## src/rtl/pads_cfg_master.sv

```systemverilog
// Wishbone master that walks a latched pad mask and writes one OEN word per selected pad.
// Outputs are registered from next-state values; each access waits for ack or a bounded timeout.
module pads_cfg_master #(
  parameter logic [31:0] BASE_ADDR = 32'h3000_6000,
  parameter int unsigned NUM_PADS  = 44,
  parameter int unsigned TIMEOUT   = 16
) (
  input  logic                clk,
  input  logic                resetb,
  input  logic                start,
  input  logic [NUM_PADS-1:0] cfg_mask,
  input  logic [NUM_PADS-1:0] cfg_oen,
  output logic                wbm_cyc_o,
  output logic                wbm_stb_o,
  output logic                wbm_we_o,
  output logic [3:0]          wbm_sel_o,
  output logic [31:0]         wbm_adr_o,
  output logic [31:0]         wbm_dat_o,
  input  logic                wbm_ack_i,
  output logic                busy,
  output logic                done,
  output logic                err
);

  localparam int unsigned IdxW = (NUM_PADS > 1) ? $clog2(NUM_PADS) : 1;
  localparam logic [IdxW-1:0] LastIdx = IdxW'(NUM_PADS - 1);
  localparam logic [7:0] CntLast = 8'(TIMEOUT - 1);

  typedef enum logic [2:0] {StIdle, StScan, StReq, StDone, StErr} state_e;

  state_e              state_q, state_d;
  logic [IdxW-1:0]     idx_q, idx_d;
  logic [7:0]          cnt_q, cnt_d;
  logic [NUM_PADS-1:0] mask_q, mask_d;
  logic [NUM_PADS-1:0] oen_q, oen_d;
  logic                cyc_q, cyc_d;
  logic [31:0]         adr_q, adr_d;
  logic [31:0]         dat_q, dat_d;
  logic                busy_q, busy_d;
  logic                done_q, done_d;
  logic                err_q, err_d;

  always_comb begin
    state_d = state_q;
    idx_d   = idx_q;
    cnt_d   = cnt_q;
    mask_d  = mask_q;
    oen_d   = oen_q;
    unique case (state_q)
      StIdle: begin
        if (start) begin
          mask_d  = cfg_mask;
          oen_d   = cfg_oen;
          idx_d   = '0;
          state_d = StScan;
        end
      end
      StScan: begin
        if (mask_q[idx_q]) begin
          cnt_d   = '0;
          state_d = StReq;
        end else if (idx_q == LastIdx) begin
          state_d = StDone;
        end else begin
          idx_d = idx_q + 1'b1;
        end
      end
      StReq: begin
        // Ack takes priority over a coincident timeout.
        if (wbm_ack_i) begin
          if (idx_q == LastIdx) begin
            state_d = StDone;
          end else begin
            idx_d   = idx_q + 1'b1;
            state_d = StScan;
          end
        end else if (cnt_q == CntLast) begin
          state_d = StErr;
        end else begin
          cnt_d = cnt_q + 8'd1;
        end
      end
      StDone:  state_d = StIdle;
      StErr:   state_d = StIdle;
      default: state_d = StIdle;
    endcase
  end

  // Output registers are loaded from the next state so they line up with the state register.
  always_comb begin
    cyc_d  = (state_d == StReq);
    adr_d  = cyc_d ? (BASE_ADDR + 32'(idx_d)) : 32'd0;
    dat_d  = cyc_d ? {31'd0, oen_d[idx_d]} : 32'd0;
    busy_d = (state_d != StIdle);
    done_d = (state_d == StDone);
    err_d  = (state_d == StErr);
  end

  always_ff @(posedge clk or negedge resetb) begin
    if (!resetb) begin
      state_q <= StIdle;
      idx_q   <= '0;
      cnt_q   <= '0;
      mask_q  <= '0;
      oen_q   <= '0;
      cyc_q   <= 1'b0;
      adr_q   <= '0;
      dat_q   <= '0;
      busy_q  <= 1'b0;
      done_q  <= 1'b0;
      err_q   <= 1'b0;
    end else begin
      state_q <= state_d;
      idx_q   <= idx_d;
      cnt_q   <= cnt_d;
      mask_q  <= mask_d;
      oen_q   <= oen_d;
      cyc_q   <= cyc_d;
      adr_q   <= adr_d;
      dat_q   <= dat_d;
      busy_q  <= busy_d;
      done_q  <= done_d;
      err_q   <= err_d;
    end
  end

  assign wbm_cyc_o = cyc_q;
  assign wbm_stb_o = cyc_q;
  assign wbm_we_o  = cyc_q;
  assign wbm_sel_o = {4{cyc_q}};
  assign wbm_adr_o = adr_q;
  assign wbm_dat_o = dat_q;
  assign busy      = busy_q;
  assign done      = done_q;
  assign err       = err_q;

endmodule

```

## config.mk

```make
export PLATFORM = sky130hd
export DESIGN_NAME = pads_cfg_master
export DESIGN_NICKNAME = d
export VERILOG_FILES = /design/src/rtl/pads_cfg_master.sv
export SDC_FILE = /design/constraint.sdc
export NUM_CORES = 1
export LEC_CHECK = 0
export CORE_MARGIN = 2
export CORE_UTILIZATION = 25
export CTS_BUF_LIST = sky130_fd_sc_hd__clkbuf_2 sky130_fd_sc_hd__clkbuf_4 sky130_fd_sc_hd__clkbuf_8
export DETAILED_ROUTE_END_ITERATION = 12
export PLACE_DENSITY = 0.58
export REMOVE_ABC_BUFFERS = 1
export SLEW_MARGIN = 20
export SYNTH_ARGS = -nofsm -noshare
export SYNTH_HDL_FRONTEND = slang
export SYNTH_SLANG_ARGS = --single-unit
```

## constraint.sdc

```tcl
create_clock -name clk -period 4.8 [get_ports clk]
set_input_delay 0.96 -clock clk [delete_from_list [all_inputs] [get_ports clk]]
set_output_delay 0.96 -clock clk [all_outputs]
set_load 0.1 [all_outputs]
```

## Word-level counts from Yosys, hierarchy flattened

Index checks and enable logic that the tools add are counted.

| cells by class | value |
|---|---|
| equal/unequal tests | 10 |
| order comparisons | 2 |
| reduce and logical (&&, ||, !) cells | 5 |
| $add $sub $neg | 3 |
| mux-type cells | 24 |

Operators by type and width:

| operator | number |
|---|---|
| two-way mux 44 bit | 2 |
| adder 30 x 6 -> 31 bit (first input constant) | 1 |
| two-way mux 31 bit | 1 |
| two-way mux 6 bit | 4 |
| two-way mux 8 bit | 3 |
| case mux 6 bit (3 select lines) | 1 |
| case mux 8 bit (2 select lines) | 1 |
| two-way mux 3 bit | 5 |
| less-than comparator 6 x 7 -> 1 bit (second input constant) | 2 |
| binary-select mux 1 bit (select 6 bit) | 2 |
| equality test 3 x 2 -> 1 bit (second input constant) | 3 |
| case mux 3 bit (3 select lines) | 1 |
| adder 8 x 1 -> 8 bit (second input constant) | 1 |
| equality test 8 x 4 -> 1 bit (second input constant) | 1 |
| adder 6 x 1 -> 6 bit (second input constant) | 1 |
| equality test 6 bit (second input constant) | 1 |
| != test 2 bit (second input constant) | 3 |
| AND reduction 4 bit | 1 |
| equality test 3 x 1 -> 1 bit (second input constant) | 1 |
| equality test 3 bit (second input constant) | 1 |
| zero test 3 bit | 1 |
| two-way mux 1 bit | 3 |
| nonzero test 3 bit | 1 |
| two-way mux 2 bit | 1 |
| other kinds (2) | 2 |

| word-level totals | value |
|---|---|
| input bits | 92 |
| register bits | 141 |
| output and inout port bits | 74 |

## Logic depth before layout (Yosys ltp)

Gate-level depths: netlist (run 1).

| depth | value |
|---|---|
| depth after elaboration | 7 |
| gate-level depth with buffers | 16 |

## Worst setup path before layout (run 1)

No wires, ideal clock.

| timing path | value |
|---|---|
| path type | input port to flip-flop |
| from | in start |
| to | reg dat_q[0] (netlist: wbm_dat_o[0]) |
| required time | 4.667 ns |
| stages on the path | 9 |
| data arrival time | 3.293 ns |
| path slack | 1.374 ns |
| cells stage by stage | nand2b_1 -> nor3_1 -> clkbuf_1 -> buf_1 -> mux2_2 -> mux2i_1 -> o22ai_1 -> o41ai_1 -> nor4_2 |

| on the way | value |
|---|---|
| cells in the longest elaborated chain, start to end | 5 |
| elaborated cells on any way between the ends | 10 |

Ends and longest elaborated chain:

| item | RTL line | text |
|---|---|---|
| start, declared | 10 | `input logic start,` |
| two-way mux 44 bit | 51 | `if (start) begin` |
| two-way mux 44 bit | 49 | `unique case (state_q)` |
| named net oen_d[10] | 35 | `logic [NUM_PADS-1:0] oen_q, oen_d;` |
| binary-select mux 1 bit (select 6 bit) | 93 | `dat_d = cyc_d ? {31'd0, oen_d[idx_d]} : 32'd0;` |
| two-way mux 1 bit (implied by the code) | 93 |  |
| two-way mux 1 bit | 93 |  |
| named net dat_d[0] | 38 | `logic [31:0] dat_q, dat_d;` |
| end signal, assigned | 120 | `dat_q <= dat_d;` |
| end, declared | 38 |  |

The timed path passes the listed nets, and every way through them passes these cells. The select of a mux whose other input is x is not followed.
A chain may end at the register's enable or synchronous reset.

## Worst setup path after layout (run 1)

| timing path | value |
|---|---|
| from | reg idx_q[0] |
| to | reg dat_q[0] (netlist: wbm_dat_o[0]) |

| on the way | value |
|---|---|
| cells in the longest elaborated chain, start to end | 7 |
| elaborated cells on any way between the ends | 18 |

Ends and longest elaborated chain:

| item | RTL line | text |
|---|---|---|
| start, declared | 32 | `logic [IdxW-1:0] idx_q, idx_d;` |
| start signal, assigned | 114 | `idx_q <= idx_d;` |
| binary-select mux 1 bit (select 6 bit) (tied with other cells) | 59 | `if (mask_q[idx_q]) begin` |
| two-way mux 1 bit (implied by the code) / two-way mux 6 bit (equally long branches) | 59, 62, 71 |  |
| two-way mux 6 bit, on equally long branches | 59, 70 |  |
| case mux 6 bit (3 select lines) | 49 |  |
| binary-select mux 1 bit (select 6 bit) | 93 |  |
| two-way mux 1 bit (implied by the code) | 93 |  |
| two-way mux 1 bit * | 93 |  |
| named net dat_d[0] | 38 |  |

Mark *: on every way through the listed nets, which the timed path passes. The rest lies on a longest branch. The select of a mux whose other input is x is not followed.

==> metrics.txt, run 1 <==
# TYPE chip_impl_metric gauge
chip_impl_metric{name="num_antenna_cells",unit=""} 0
chip_impl_metric{name="nets",unit=""} 727
chip_impl_metric{name="total_leakage_power",unit="nW"} 3.28
chip_impl_metric{name="timing_worst_slew_pin_value",unit="ps"} 1010
chip_impl_metric{name="total_power",unit="mW"} 4.87
chip_impl_metric{name="worst_setup_hold_path_clk_slew",unit="ps"} 70
chip_impl_metric{name="detail_route.iter0.violations",unit=""} 206
chip_impl_metric{name="final_layout_size_suffix_gt1_share",unit="%"} 21.4
chip_impl_metric{name="fill_cell_total_of_the_finished_layout",unit=""} 2439
chip_impl_metric{name="io_pins",unit=""} 166
chip_impl_metric{name="fin_tns_setup",unit="ps"} 0
chip_impl_info{name="top_layer_used",value="met4"} 1
chip_impl_metric{name="placedCellCount",unit=""} 938
chip_impl_info{name="synth_top_area_cell",value="sky130_fd_sc_hd__dfrtp_1"} 1
chip_impl_metric{name="cp_data_required_time",unit="ps"} 5150
chip_impl_metric{name="post_cts_resize_count",unit=""} 0
chip_impl_metric{name="layout.area.seq",unit="um^2"} 2900
chip_impl_metric{name="initial_antenna_violation_count",unit=""} 0
chip_impl_metric{name="synth_seq_area_share",unit="%"} 47.5
chip_impl_metric{name="register_bit_total_from_synthesis",unit=""} 116
chip_impl_info{name="worstHoldPathType",value="flip-flop to flip-flop"} 1
chip_impl_metric{name="detail_route.wirelength",unit="um"} 14800
chip_impl_metric{name="dr_wl_met3",unit="um"} 795
chip_impl_info{name="clock_tree_from_tritoncts",value="built"} 1
chip_impl_metric{name="vias_in_the_first_global_route",unit=""} 4303
chip_impl_metric{name="groute.usage.overall",unit="%"} 11.9
chip_impl_metric{name="mappedNetlistArea",unit="um^2"} 6110
chip_impl_metric{name="detailroute.via_count",unit=""} 4217
chip_impl_metric{name="report.final.hold_viol_count",unit=""} 0
chip_impl_metric{name="fmax",unit="MHz"} 257
chip_impl_metric{name="drtPass1Iterations",unit=""} 4
chip_impl_metric{name="vdd.ir_drop.worst",unit="mV"} 0.195
chip_impl_metric{name="post_drt_wl_per_cell",unit="um"} 15.2
chip_impl_metric{name="wl_met1",unit="um"} 6750
chip_impl_metric{name="cts-buffers-inserted",unit=""} 17
chip_impl_metric{name="rows",unit=""} 57
chip_impl_info{name="synth_area_leaders",value="sky130_fd_sc_hd__dfrtp_1, sky130_fd_sc_hd__mux2_2, sky130_fd_sc_hd__buf_4"} 1
chip_impl_info{name="critical_path_startpoint_category",value="flip-flop"} 1
chip_impl_metric{name="maxCapViolations",unit=""} 0
chip_impl_metric{name="syn_to_final_growth",unit="%"} 25.4
chip_impl_metric{name="synth_warnings",unit=""} 0
chip_impl_metric{name="die_h",unit="um"} 160
chip_impl_metric{name="routed-wl-met2",unit="um"} 7020
chip_impl_info{name="status",value="finished, final reports clean"} 1
chip_impl_metric{name="ant_nets",unit=""} 0
chip_impl_metric{name="syn-mean-instance-area",unit="um^2"} 11.5
chip_impl_metric{name="synth_top_cell_area_share",unit="%"} 47.5
chip_impl_metric{name="fin_cells",unit=""} 969
chip_impl_metric{name="die_x",unit="um"} 160
chip_impl_metric{name="via_per_inst",unit=""} 4.35
chip_impl_metric{name="initial_utilization",unit="%"} 25.3
chip_impl_info{name="setup.worst_path.end_class",value="flip-flop"} 1
chip_impl_metric{name="edff_count_synth",unit=""} 0
chip_impl_metric{name="fp.coreArea",unit="um^2"} 24200
chip_impl_info{name="unrepaired_setup_endpoints_after_global_routing",value="no"} 1
chip_impl_metric{name="timing.critical_path.arrival",unit="ps"} 4240
chip_impl_metric{name="fin_worst_hold_slack",unit="ps"} 481
chip_impl_metric{name="grt_overflow",unit=""} 0
chip_impl_metric{name="cts_hold_buffers",unit=""} 0
chip_impl_metric{name="grt_first_pass_wirelength",unit="um"} 23600
chip_impl_metric{name="port-buffer-count",unit=""} 112
chip_impl_metric{name="timing.slew.headroom",unit="%"} 32.8
chip_impl_metric{name="clockBufferDepth",unit=""} 2
chip_impl_metric{name="detail_route.drc_violations",unit=""} 0
chip_impl_info{name="root_buffer",value="sky130_fd_sc_hd__clkbuf_8"} 1
chip_impl_metric{name="post_cts_buffers",unit=""} 0
chip_impl_metric{name="final.period_utilization",unit="%"} 81.0
chip_impl_metric{name="grt_max_degree",unit=""} 59
chip_impl_metric{name="clock_insertion_delay_worst_skew",unit="ps"} 440
chip_impl_metric{name="yosys.cell_types.count",unit=""} 55
chip_impl_metric{name="die-area",unit="um^2"} 25700
chip_impl_metric{name="layout_min_cycle_time",unit="ps"} 3890
chip_impl_metric{name="synth_async_sr_flop_share",unit="%"} 100
chip_impl_metric{name="total_power_divided_by_cell_area",unit="nW/um^2"} 636
chip_impl_metric{name="critPathMaxFanout",unit=""} 12
chip_impl_info{name="dominantRegCellSynth",value="sky130_fd_sc_hd__dfrtp_1"} 1
chip_impl_metric{name="tritoncts_num_sinks",unit=""} 116
chip_impl_metric{name="synthCells",unit=""} 532
chip_impl_metric{name="worst_clk_skew",unit="ps"} 9.76
chip_impl_metric{name="detailedPlacementHpwl",unit="um"} 10900
chip_impl_info{name="worstSetupPathType",value="flip-flop to flip-flop"} 1
chip_impl_metric{name="maxSlewViolCount",unit=""} 0
chip_impl_metric{name="finalWeightedCongestion",unit=""} 0.827
chip_impl_metric{name="clock_tree.htree_level_count",unit=""} 4
chip_impl_metric{name="finalSetupViolations",unit=""} 0
chip_impl_metric{name="multi_input_comb_area",unit="um^2"} 2750
routing by layer:
layer  vias up  track usage (%)
li1       2015                -
met1      2067             15.8
met2       119             18.8
met3        16             3.77
met4         0             3.69
met5         -                0
area by class of cell:
class,instances,area share [%]
multi-input cells,366,35.8
well taps,324,5.29
clock inverters,10,1.40
repair buffers,120,15.4
inverters,12,0.588
flip-flops and latches,116,37.9
clock buffers,21,3.61
synth_stat cells, drive strengths merged (2+ instances only):
library cell  instances
a211o                 2
clkbuf               17
nand2b                5
or3                  10
or2                   3
nand2                17
o2bb2ai               2
mux4                  6
a211oi                5
a22oi                 2
mux2i                34
nor3                 10
ha                    2
nor3b                 2
o2111ai               4
a31oi                 5
buf                  73
nor2                 20
mux2                 84
a221oi                2
nor2b                 7
inv                  12
o41ai                 2
a21o                  3
o31ai                 4
and3                  9
dfrtp               116
o22ai                 2
a21oi                12
o211ai                2
o21ai                22
a41oi                 2
nand3                18
or3b                  2
cell families (layout without fill, tap and decap cells):
group / after synthesis / count (layout) / synth area share, %
AOI/OAI and AO/OA: 79 / 79 / 8.64
adders and majority gates: 2 / 2 / 0.409
buffers and inverters: 102 / 163 / 10.8
DFF: 116 / 116 / 47.5
muxes: 124 / 124 / 23.3
other: 1 / 53 / 0.0614
and+or+nand+nor: 108 / 108 / 9.30
through the flow:
step,cell area (um^2),util (%),setup slack [ps]
2_1_floorplan,5690,-,-4220
3_3_place_gp,7280,30.1,801
3_5_place_dp,7280,30.1,745
4_1_cts,7660,31.7,895
5_1_grt,7660,31.7,641
6_report,7660,31.7,914
power breakdown:
part | internal, mW | switching [mW] | total [mW]
Combinational | 0.976 | 1.39 | 2.37
Clock | 0.492 | 0.395 | 0.887
Sequential | 1.40 | 0.213 | 1.61
Total | 2.87 | 2.00 | 4.87
critical path: stages, from the launching register on:
cell,delay (ps)
sky130_fd_sc_hd__dfrtp_1,530
sky130_fd_sc_hd__buf_4,310
sky130_fd_sc_hd__mux2i_1,100
sky130_fd_sc_hd__mux4_2,470
sky130_fd_sc_hd__and3_1,200
sky130_fd_sc_hd__a211o_1,390
sky130_fd_sc_hd__a211oi_1,450
sky130_fd_sc_hd__or2_4,300
sky130_fd_sc_hd__mux4_2,530
sky130_fd_sc_hd__o2111ai_1,190
sky130_fd_sc_hd__o41ai_1,110
sky130_fd_sc_hd__nor4_2,200
state kept, by name (all words and copies together), names as in the netlist:
| register | cells |
|---|---|
| mask_q | 44 |
| oen_q | 44 |
| cnt_q | 8 |
| wbm_adr_o | 7 |
| idx_q | 6 |
| state_q | 3 |
| busy | 1 |
| done | 1 |
| err | 1 |
| wbm_dat_o | 1 |
path summary, 6_finish.rpt:
path,from,endpoint,slack [ps],depth (start not counted)
min in group asynchronous,resetb,mask_q[43],600,1
hold reg to reg,oen_q[29],oen_q[29],480,2
setup reg to reg,idx_q[0],wbm_dat_o[0],910,11
hold / removal,oen_q[29],oen_q[29],480,2
max in group asynchronous,resetb,wbm_adr_o[0],3250,2
setup / recovery,idx_q[0],wbm_dat_o[0],910,11
placed cells by master (no fill, tap or decap), types with 3 or more instances in the layout:
cell type                         count
sky130_fd_sc_hd__nand2_1             17
sky130_fd_sc_hd__and3_1               9
sky130_fd_sc_hd__nand3_1             18
sky130_fd_sc_hd__or3_1               10
sky130_fd_sc_hd__clkinv_2             5
sky130_fd_sc_hd__o31ai_1              4
sky130_fd_sc_hd__conb_1              53
sky130_fd_sc_hd__a31oi_1              5
sky130_fd_sc_hd__mux2i_1             34
sky130_fd_sc_hd__buf_4                9
sky130_fd_sc_hd__nor2b_1              7
sky130_fd_sc_hd__clkdlybuf4s50_1    111
sky130_fd_sc_hd__o21ai_0             21
sky130_fd_sc_hd__nor3_1               9
sky130_fd_sc_hd__clkbuf_8            19
sky130_fd_sc_hd__a21oi_1             12
sky130_fd_sc_hd__mux2_2              84
sky130_fd_sc_hd__inv_1               11
sky130_fd_sc_hd__a211oi_1             5
sky130_fd_sc_hd__clkinvlp_4           3
sky130_fd_sc_hd__mux4_2               6
sky130_fd_sc_hd__nor2_1              20
sky130_fd_sc_hd__nand2b_1             5
sky130_fd_sc_hd__a21o_1               3
sky130_fd_sc_hd__o2111ai_1            4
sky130_fd_sc_hd__dfrtp_1            116
Note: power is estimated with default switching activity, not from simulation.
==> inputs of run 2 (changes only) <==
- PLACE_DENSITY: 0.58 -> 0.6
- clock period: 4.8 -> 3.4 ns (I/O delays scaled with it)
==> run 2 against run 1 <==
- design area up 5.4%
- critical path depth up 1
- sequential share of layout area down 1.9 points
- clock skew up 3.8 ps
- largest power group unchanged
- power up 55%
- first-iteration DRC count up 5.8%
- the run now ends with negative setup slack left
- maximum frequency up 14%
- die area unchanged
- cell count up 4.5%
==> metrics.txt, run 2 (synthesized netlist as in run 1, its figures left out) <==
# TYPE chip_impl_metric gauge
chip_impl_info{name="worst_r2r_startpoint",value="idx_q[0]"} 1
chip_impl_metric{name="post_drt_wl_per_cell",unit="um"} 15.0
chip_impl_metric{name="vias_in_the_first_global_route",unit=""} 4510
chip_impl_metric{name="max_stage_delay",unit="ps"} 480
chip_impl_metric{name="total_power",unit="mW"} 7.55
chip_impl_info{name="worstPathCellList",value="buf_12, mux2i_1, mux4_2, and3_4, a211o_1, buf_4, a31o_1, or2_4, mux4_2, o2111ai_1, o41ai_1, nor4_2"} 1
chip_impl_metric{name="fin_cells",unit=""} 1013
chip_impl_metric{name="detail_route.drc_violations",unit=""} 0
chip_impl_metric{name="detail_route.wirelength",unit="um"} 15200
chip_impl_info{name="worstSetupPathType",value="flip-flop to flip-flop"} 1
chip_impl_metric{name="post_cts_buffers",unit=""} 0
chip_impl_metric{name="maxSlewViolCount",unit=""} 0
chip_impl_metric{name="ant_nets",unit=""} 0
chip_impl_metric{name="postPlaceCellArea",unit="um^2"} 7590
chip_impl_metric{name="worst_setup_hold_path_clk_slew",unit="ps"} 70
chip_impl_metric{name="detailroute.via_count",unit=""} 4407
chip_impl_metric{name="tritoncts_num_sinks",unit=""} 116
chip_impl_metric{name="vdd.ir_drop.worst",unit="mV"} 0.445
chip_impl_metric{name="multi_input_comb_area",unit="um^2"} 2790
chip_impl_metric{name="layout.area.seq",unit="um^2"} 2900
chip_impl_metric{name="p_seq_share",unit="%"} 30.0
chip_impl_metric{name="timing_worst_slew_pin_value",unit="ps"} 843
chip_impl_info{name="slowest_stage",value="sky130_fd_sc_hd__mux4_2"} 1
chip_impl_metric{name="finalSetupViolations",unit=""} 1
chip_impl_metric{name="combinationalPowerShare",unit="%"} 51.3
chip_impl_metric{name="critPathMaxFanout",unit=""} 17
chip_impl_metric{name="nets",unit=""} 770
chip_impl_metric{name="drtPass1Iterations",unit=""} 4
chip_impl_metric{name="detailedPlacementHpwl",unit="um"} 11400
chip_impl_metric{name="groute.usage.overall",unit="%"} 12.2
chip_impl_metric{name="grt_overflow",unit=""} 0
chip_impl_metric{name="total_power_divided_by_cell_area",unit="nW/um^2"} 934
chip_impl_info{name="clock_tree_from_tritoncts",value="built"} 1
chip_impl_metric{name="io_pins",unit=""} 166
chip_impl_info{name="worstHoldPathType",value="input port to async pin"} 1
chip_impl_metric{name="finalWeightedCongestion",unit=""} 0.893
chip_impl_metric{name="rows",unit=""} 57
chip_impl_info{name="violations_in_the_final_reports",value="negative setup slack"} 1
chip_impl_metric{name="clock_insertion_delay_worst_skew",unit="ps"} 440
chip_impl_metric{name="port-buffer-count",unit=""} 112
chip_impl_metric{name="clkPwrFrac",unit="%"} 18.8
chip_impl_metric{name="via_per_inst",unit=""} 4.35
chip_impl_info{name="status",value="finished, violations left"} 1
chip_impl_metric{name="syn_to_final_growth",unit="%"} 32.1
chip_impl_metric{name="preCtsSetupSlack",unit="ps"} -190
chip_impl_info{name="crit_path_frequent_cell",value="sky130_fd_sc_hd__mux4_2"} 1
chip_impl_info{name="unrepaired_setup_endpoints_after_global_routing",value="yes"} 1
chip_impl_metric{name="final.period_utilization",unit="%"} 101
chip_impl_info{name="most_used_cells_in_the_layout_excluding_fill_and_tap_cells",value="sky130_fd_sc_hd__dfrtp_1, sky130_fd_sc_hd__clkdlybuf4s50_1, sky130_fd_sc_hd__mux2_2"} 1
chip_impl_metric{name="fmax",unit="MHz"} 292
chip_impl_info{name="setup.worst_path.end_class",value="flip-flop"} 1
chip_impl_info{name="critPathLaunch",value="idx_q[0]"} 1
chip_impl_metric{name="fp.coreArea",unit="um^2"} 24200
chip_impl_metric{name="total_buffers_and_inverters_traversed_by_the_critical_path",unit=""} 2
chip_impl_info{name="critical_path_startpoint_category",value="flip-flop"} 1
chip_impl_metric{name="timing.slew.headroom",unit="%"} 43.7
chip_impl_metric{name="initial_utilization",unit="%"} 25.3
chip_impl_metric{name="cp_data_required_time",unit="ps"} 3740
chip_impl_metric{name="layout_min_cycle_time",unit="ps"} 3420
chip_impl_metric{name="die_x",unit="um"} 160
chip_impl_metric{name="p_switching",unit="mW"} 2.97
chip_impl_metric{name="detail_route.iter0.violations",unit=""} 218
chip_impl_metric{name="worst_clk_skew",unit="ps"} 13.5
chip_impl_info{name="cpLargestDelayFamily",value="multiplexers"} 1
chip_impl_info{name="layout.cells.most_common",value="sky130_fd_sc_hd__dfrtp_1"} 1
chip_impl_metric{name="maxCapViolations",unit=""} 0
chip_impl_metric{name="final_layout_size_suffix_gt1_share",unit="%"} 30.6
chip_impl_metric{name="placedCellCount",unit=""} 981
chip_impl_metric{name="clock_tree.htree_level_count",unit=""} 4
chip_impl_metric{name="fill_cell_total_of_the_finished_layout",unit=""} 2440
chip_impl_metric{name="total_leakage_power",unit="nW"} 3.58
chip_impl_metric{name="die-area",unit="um^2"} 25700
chip_impl_metric{name="grt_first_pass_wirelength",unit="um"} 24300
chip_impl_metric{name="fraction_of_power_spent_switching_nets",unit="%"} 39.3
chip_impl_metric{name="cts-buffers-inserted",unit=""} 17
chip_impl_metric{name="initial_antenna_violation_count",unit=""} 0
chip_impl_metric{name="grt_max_degree",unit=""} 62
chip_impl_metric{name="report.final.hold_viol_count",unit=""} 0
chip_impl_metric{name="post-route-worst-setup-slack",unit="ps"} -21.4
chip_impl_metric{name="timing.critical_path.arrival",unit="ps"} 3760
chip_impl_metric{name="die_h",unit="um"} 160
chip_impl_metric{name="cts_hold_buffers",unit=""} 0
chip_impl_metric{name="num_antenna_cells",unit=""} 0
chip_impl_metric{name="clockBufferDepth",unit=""} 2
chip_impl_info{name="reg_top3",value="mask_q: 44 flops, oen_q: 44 flops, cnt_q: 8 flops"} 1
chip_impl_metric{name="internal_power",unit="mW"} 4.58
chip_impl_info{name="root_buffer",value="sky130_fd_sc_hd__clkbuf_8"} 1
chip_impl_metric{name="final_std_cell_area_no_fill",unit="um^2"} 8080
-- run 2: area by class of cell --
class / count / share of cell area [%]
sequential: 116 / 36.0
multi-input combinational: 366 / 34.6
clock buffer: 22 / 3.59
tap: 324 / 5.02
inverter: 12 / 0.558
clock inverter: 10 / 1.89
timing repair buffer: 163 / 18.4
-- run 2: what timing repair did --
item                       CTS  global route
gates resized for setup      5             5
setup endpoints to repair    8             7
pin swaps                    0             2
cloned                       0             0
-- run 2: worst paths after layout --
kind / slack, ps / end / cells past startpoint
hold / removal: 330 / mask_q[15] / 1
min in group clk: 480 / cnt_q[7] / 1
setup / recovery: -20 / wbm_dat_o[0] / 12
hold reg to reg: 480 / cnt_q[7] / 1
max in group asynchronous: 2350 / oen_q[34] / 2
setup reg to reg: -20 / wbm_dat_o[0] / 12
-- run 2: through the flow --
stage,setup TNS [ps],util [%],hold WS (ps)
floorplan,-514270,-,384
detailed placement,-587,31.4,469
finish,-21.4,33.4,327
CTS,-20.4,33.3,344
global route,-156,33.4,375
global placement,-611,31.4,466
-- run 2: power groups by stage --
stage | registers, mW | clock network [mW] | logic [mW]
CTS | 2.27 | 1.46 | 3.88
finish | 2.26 | 1.42 | 3.87
floorplan | 2.61 | 0 | 2.27
global route | 2.34 | 1.51 | 4.17
detailed placement | 2.28 | 0 | 3.83
global placement | 2.26 | 0 | 3.81
-- run 2: metal layers --
metal,wire length [um],track usage (%)
met5,0,0
met4,222,3.81
met3,849,3.13
met2,7110,19.6
met1,6970,16.0
